--- config.mk ---
export PLATFORM = sky130hd
export DESIGN_NAME = sync_fifo_param
export DESIGN_NICKNAME = d
export VERILOG_FILES = /design/src/rtl/fifo_pkg.sv /design/src/rtl/fifo_mem.sv /design/src/rtl/sync_fifo_param.sv
export SDC_FILE = /design/constraint.sdc
export NUM_CORES = 1
export LEC_CHECK = 0
export BUFFER_PORTS_ARGS = -buffer_cell sky130_fd_sc_hd__buf_2
export CORE_MARGIN = 2
export CORE_UTILIZATION = 60
export DETAILED_ROUTE_END_ITERATION = 6
export PLACE_DENSITY = 0.84
export SLEW_MARGIN = 20
export SYNTH_ARGS = -nofsm -noshare
export SYNTH_HDL_FRONTEND = slang
export SYNTH_HIERARCHICAL = 1
export SYNTH_SLANG_ARGS = --single-unit
--- constraint.sdc ---
create_clock -name clk -period 6.79 [get_ports clk]
set_clock_uncertainty 0.2 [all_clocks]
set_input_delay 1.6975 -clock clk [delete_from_list [all_inputs] [get_ports clk]]
set_output_delay 1.6975 -clock clk [all_outputs]
set_load 0.03 [all_outputs]
--- src/rtl/fifo_pkg.sv ---
// fifo_pkg
//   Shared defaults and width helpers for the parametrised synchronous FIFO.
//   DEFAULT_DATA_W / DEFAULT_ADDR_W match the original 4x32 host word FIFO.
//   level_w() gives the width needed to hold an occupancy count of 0..2**addr_w.
package fifo_pkg;

    localparam int DEFAULT_DATA_W = 32;
    localparam int DEFAULT_ADDR_W = 2;

    // Occupancy needs one bit more than the pointers so that "full" (DEPTH)
    // is distinguishable from "empty" (0).
    function automatic int level_w(input int addr_w);
        return addr_w + 1;
    endfunction

    typedef logic [DEFAULT_ADDR_W:0] level_t;

endpackage : fifo_pkg

--- src/rtl/fifo_mem.sv ---
// fifo_mem
//   DEPTH x DATA_W register array with one synchronous write port and one
//   asynchronous read port. Contents are not reset.
//
// Ports
//   clk     in   clock, rising edge
//   we      in   write enable
//   waddr   in   write address   [ADDR_W-1:0]
//   wdata   in   write data      [DATA_W-1:0]
//   raddr   in   read address    [ADDR_W-1:0]
//   rdata   out  read data       [DATA_W-1:0], combinational from raddr
module fifo_mem
    import fifo_pkg::*;
#(
    parameter int DATA_W = DEFAULT_DATA_W,
    parameter int ADDR_W = DEFAULT_ADDR_W
) (
    input  logic              clk,
    input  logic              we,
    input  logic [ADDR_W-1:0] waddr,
    input  logic [DATA_W-1:0] wdata,
    input  logic [ADDR_W-1:0] raddr,
    output logic [DATA_W-1:0] rdata
);

    localparam int DEPTH = 1 << ADDR_W;

    logic [DATA_W-1:0] mem_q [DEPTH];

    always_ff @(posedge clk) begin
        if (we) begin
            mem_q[waddr] <= wdata;
        end
    end

    assign rdata = mem_q[raddr];

endmodule : fifo_mem

--- src/rtl/sync_fifo_param.sv ---
// sync_fifo_param
//   Parametrised first-word-fall-through FIFO between the 32-bit host word
//   interface and the AES-256 datapath. Supports simultaneous read/write at
//   any level (including full), programmable almost-full / almost-empty
//   thresholds, a synchronous flush and sticky overflow/underflow flags.
//
// Ports
//   clk           in   clock, rising edge
//   resetn        in   synchronous active-low reset
//   flush         in   synchronous clear of contents (error flags kept)
//   clear_err     in   clears overflow/underflow
//   wr_en         in   write request
//   wr_data       in   write data [DATA_W-1:0]
//   rd_en         in   read request, pops the head word
//   rd_data       out  head word [DATA_W-1:0], meaningful only while !empty
//   empty         out  level == 0
//   full          out  level == DEPTH
//   almost_empty  out  level <= AEMPTY_TH
//   almost_full   out  level >= AFULL_TH
//   level         out  stored word count [ADDR_W:0], 0..DEPTH
//   overflow      out  sticky, a write was refused
//   underflow     out  sticky, a read was refused
module sync_fifo_param
    import fifo_pkg::*;
#(
    parameter int DATA_W    = DEFAULT_DATA_W,
    parameter int ADDR_W    = DEFAULT_ADDR_W,
    parameter int AFULL_TH  = (1 << ADDR_W) - 1,
    parameter int AEMPTY_TH = 1
) (
    input  logic              clk,
    input  logic              resetn,
    input  logic              flush,
    input  logic              clear_err,
    input  logic              wr_en,
    input  logic [DATA_W-1:0] wr_data,
    input  logic              rd_en,
    output logic [DATA_W-1:0] rd_data,
    output logic              empty,
    output logic              full,
    output logic              almost_empty,
    output logic              almost_full,
    output logic [ADDR_W:0]   level,
    output logic              overflow,
    output logic              underflow
);

    localparam int DEPTH   = 1 << ADDR_W;
    localparam int LEVEL_W = level_w(ADDR_W);

    localparam logic [LEVEL_W-1:0] DEPTH_L = LEVEL_W'(DEPTH);

    logic [ADDR_W-1:0]  wr_ptr_q, wr_ptr_d;
    logic [ADDR_W-1:0]  rd_ptr_q, rd_ptr_d;
    logic [LEVEL_W-1:0] level_q,  level_d;
    logic               overflow_q,  overflow_d;
    logic               underflow_q, underflow_d;

    logic empty_s;
    logic full_s;
    logic rd_acc;
    logic wr_acc;
    logic ovf_set;
    logic udf_set;
    logic mem_we;

    // Status is a pure function of the registered level, so nothing on the
    // request inputs reaches the status outputs combinationally.
    assign empty_s = (level_q == '0);
    assign full_s  = (level_q == DEPTH_L);

    // A read frees a slot in the same cycle, which lets a write at full be
    // accepted alongside it and keeps throughput at one word per cycle.
    assign rd_acc  = rd_en & ~empty_s;
    assign wr_acc  = wr_en & (~full_s | rd_acc);
    assign ovf_set = wr_en & ~wr_acc;
    assign udf_set = rd_en & empty_s;

    // Flush and reset discard this cycle's requests, so the array must not
    // be written either.
    assign mem_we = wr_acc & ~flush & resetn;

    always_comb begin
        wr_ptr_d    = wr_ptr_q;
        rd_ptr_d    = rd_ptr_q;
        level_d     = level_q;
        overflow_d  = overflow_q;
        underflow_d = underflow_q;

        if (clear_err) begin
            overflow_d  = 1'b0;
            underflow_d = 1'b0;
        end

        if (flush) begin
            wr_ptr_d = '0;
            rd_ptr_d = '0;
            level_d  = '0;
        end else begin
            if (wr_acc) begin
                wr_ptr_d = wr_ptr_q + ADDR_W'(1);
            end
            if (rd_acc) begin
                rd_ptr_d = rd_ptr_q + ADDR_W'(1);
            end
            level_d = level_q + LEVEL_W'(wr_acc) - LEVEL_W'(rd_acc);

            // Setting wins over a clear in the same cycle.
            if (ovf_set) begin
                overflow_d = 1'b1;
            end
            if (udf_set) begin
                underflow_d = 1'b1;
            end
        end
    end

    always_ff @(posedge clk) begin
        if (!resetn) begin
            wr_ptr_q    <= '0;
            rd_ptr_q    <= '0;
            level_q     <= '0;
            overflow_q  <= 1'b0;
            underflow_q <= 1'b0;
        end else begin
            wr_ptr_q    <= wr_ptr_d;
            rd_ptr_q    <= rd_ptr_d;
            level_q     <= level_d;
            overflow_q  <= overflow_d;
            underflow_q <= underflow_d;
        end
    end

    fifo_mem #(
        .DATA_W (DATA_W),
        .ADDR_W (ADDR_W)
    ) u_mem (
        .clk   (clk),
        .we    (mem_we),
        .waddr (wr_ptr_q),
        .wdata (wr_data),
        .raddr (rd_ptr_q),
        .rdata (rd_data)
    );

    assign empty        = empty_s;
    assign full         = full_s;
    assign almost_empty = (32'(level_q) <= AEMPTY_TH);
    assign almost_full  = (32'(level_q) >= AFULL_TH);
    assign level        = level_q;
    assign overflow     = overflow_q;
    assign underflow    = underflow_q;

endmodule : sync_fifo_param

==> impl_metrics.csv <==
group,metric,value,unit
clocking,cts_repair_resize_count,0,
drt,routedWlPerCell,21.7,um
placed_design,detailed_place_hpwl,5260,um
global_routing,grt.total_usage,22.2,%
drt,final_antenna_net_count,0,
power_and_ir_drop,p_sw_share,20.9,%
finish,final_cells,437,
synthesis,synthesized_instance_count,227,
synthesis,multiplexer_share_of_the_synthesized_area,14.2,%
clocking,clk_pin_slew,0.06,ns
floorplanning,std_cell_rows,33,
placed_design,globalplace.congestion,0.766,
timing,achievable-frequency,242,MHz
clocking,clock-root-buffer,"clkbuf_8",
synthesis,post_synth_fa_ha_maj_area_fraction,1.59,%
floorplanning,die_area,0.00944,sq mm
timing,timing.slew.headroom,44.0,%
synthesis,ys_seq_area_share,77.2,%
critical_path,worst_path_required_time,4.89,ns
hold_path,hold_path_class,"reg2reg",
global_routing,global_route_wire_length_before_repair,15000,um
drt,detailroute.via_count,2504,
clocking,clock_insertion_delay_worst_skew,0.52,ns
floorplanning,chipHeight,97.2,um
synthesis,synthTopCellsByCount,"edfxtp_1 (128), mux4_2 (30), dfxtp_1 (9), inv_1 (6)",
critical_path,ff2ff_path_depth,8,
floorplanning,boundaryPins,79,
power_and_ir_drop,pwr_density_cell,316,mW/mm^2
critical_path,crit_arrival,2.23,ns
finish,multi_input_gate_area_in_the_final_layout,0.00109,sq mm
synthesis,number_of_flops_mapped_to_enable_cells_by_yosys,128,
timing,final-hold-violation-count,0,
clocking,post-cts-setup-buffers,0,
power_and_ir_drop,vdd_ir_drop_max,0.192,mV
critical_path,cp-end-kind,"output pin",
hold_path,hold-path-cell-count,2,
clocking,ctsHtreeMaxLevel,4,
timing,finalMaxSlewViolations,0,
synthesis,synth.largest_area_cell,"edfxtp_1",
power_and_ir_drop,power.leakage,2.18,nW
floorplanning,placeableCoreArea,0.00830,sq mm
drt,firstDrtPassIters,4,
global_routing,initial_antenna_violation_count,1,
finish,ff_latch_area,0.00403,sq mm
finish,synthToLayoutAreaGrowth,20.7,%
critical_path,critPathKind,"reg2out",
synthesis,synthesis.nets,271,
clocking,holdBufCountCts,0,
placed_design,placed_cells_incl_taps,405,
flow_run,maxCapViolations,0,
timing,setup_violations,0,
drt,detail_route.drc_violations,0,
synthesis,synth_area_per_cell,23.0,sq um
finish,diodes_inserted,0,
critical_path,path_max_fanout,32,
power_and_ir_drop,p_int,1.57,mW
synthesis,synth_largest_type_area_fraction,73.8,%
critical_path,start_kind,"register",
drt,vias_per_cell,5.73,
synthesis,synth_ff_type,"edfxtp_1",
timing,timing.final.crit_share,60.8,%
clocking,cts-root-to-sink-buffers,2,
synthesis,synth_top_family_by_area,"multiplexers",
synthesis,async_flop_share,0,%
clocking,cts_tree,"done",
finish,drive_above_1_share,46.4,%
synthesis,netlist-cell-type-count,31,
synthesis,synth_simple_gate_area_share,3.55,%
drt,aggregate_routed_wire_length,9460,um
synthesis,synth_most_common_cell,"edfxtp_1",
clocking,clkSinkCount,137,
synthesis,yosys.area_share.xor_xnor,0.168,%
power_and_ir_drop,switching_power,416,uW
synthesis,syn_area,0.00521,sq mm
drt,drt_first_iter_violations,136,
clocking,number_of_buffers_added_by_the_clock_tree_synthesis_step,17,
floorplanning,initial_utilization,62.8,%
finish,design.final.nets,363,
global_routing,grt_max_degree,35,
finish,fillCellCount,442,
power_and_ir_drop,p_comb_share,5.3,%
synthesis,post_synth_main_area_contributors,"edfxtp_1 (74%), mux4_2 (13%), dfxtp_1 (3.5%)",
synthesis,synth_compound_area_share,1.18,%
timing,setup_repair_after_global_routing_missed_its_margin,"false",
global_routing,global_route.overflow_total,0,
timing,fin_crit,4.13,ns
global_routing,via_count_of_the_first_global_routing_pass,2661,
synthesis,synth.yosys.warnings,6,
floorplanning,die_w,97.2,um
timing,worst_pin_slew,0.839,ns
timing,fin_tns_setup,0,ns
synthesis,synth_seq_cells,137,
run_status,status,"finished, final reports clean",
power_and_ir_drop,power.sequential.fraction,47.4,%
placed_design,port-buffer-count,78,
power_and_ir_drop,share_clk_of_total_power,47.3,%
power_and_ir_drop,report.power.total,1.99,mW
## per-stage QoR
| stage | setup slack, ns | hold slack [ns] | area [sq um] | utilization, % |
|---|---|---|---|---|
| after floorplan | 1.60 | 0.277 | 5210 | - |
| after global placement | 3.16 | 0.262 | 5670 | 68.3 |
| after detailed placement | 3.09 | 0.270 | 5670 | 68.3 |
| after CTS | 2.59 | 0.280 | 6290 | 75.7 |
| after global routing | 2.51 | 0.302 | 6290 | 75.7 |
| final | 2.66 | 0.278 | 6290 | 75.7 |
## cell families (layout without fill, tap and decap cells)
group | Yosys count | in the layout
compound gates | 9 | 9
buf+inv | 13 | 118
fa+ha+maj | 6 | 6
xor+xnor | 1 | 1
mux | 33 | 33
flops | 137 | 137
simple gates | 28 | 28
## per-layer routing
layer | GRT usage (%) | up-vias | share of wire [%]
met5 | 0 | - | 0.18
met3 | 7.91 | 10 | 5.5
met2 | 35.6 | 86 | 53
li1 | - | 1134 | -
met1 | 28.7 | 1272 | 40
met4 | 7.26 | 2 | 1.0
## cells in the final DEF, fill, tap and decap left out, types with 3 or more instances in the layout
cell          n
buf_2        78
nor2b_1       3
clkinvlp_4    3
and2_1        3
clkinv_4      3
edfxtp_1    128
o21ai_0       3
clkbuf_16    16
dfxtp_1       7
bufinv_16     4
nor2_1        4
nand2_1       5
inv_1         6
ha_1          5
mux4_2       30
## critical path, stage by stage, from the launching register on
cell     delay [ns]
dfxtp_2        0.34
buf_4          0.51
mux4_1         0.65
buf_2          0.20
## state kept, by name (all words and copies together), names as in the netlist
signal,flops
overflow,1
wr_ptr_q,2
u_mem/mem_q,128
rd_ptr_q,2
underflow,1
level,3
## power groups by stage
stage                     clock, mW  sequential (mW)  combinational (mW)
after floorplan                   0            0.960              0.0660
after global placement            0            0.957               0.103
after detailed placement          0            0.958               0.105
after CTS                     0.957            0.940               0.107
after global routing          0.996            0.941               0.114
final                         0.939            0.940               0.106
## area by class of cell
type                       count  share of cell area [%]
multi-input combinational     77                    17.3
sequential                   137                    64.1
timing repair buffer          80                    6.45
clock buffer                  17                    6.59
tap                          105                    2.09
clock inverter                15                    3.18
inverter                       6                   0.358
## final timing paths
kind	slack, ns	end	start
worst max-delay path	2.66	rd_data[31]	rd_ptr_q[0]
worst min-delay path	0.28	rd_ptr_q[0]	rd_ptr_q[0]
worst max register to register	4.30	level[2]	level[0]
worst min register to register	0.28	rd_ptr_q[0]	rd_ptr_q[0]
Power figures use the tool's default switching activity.
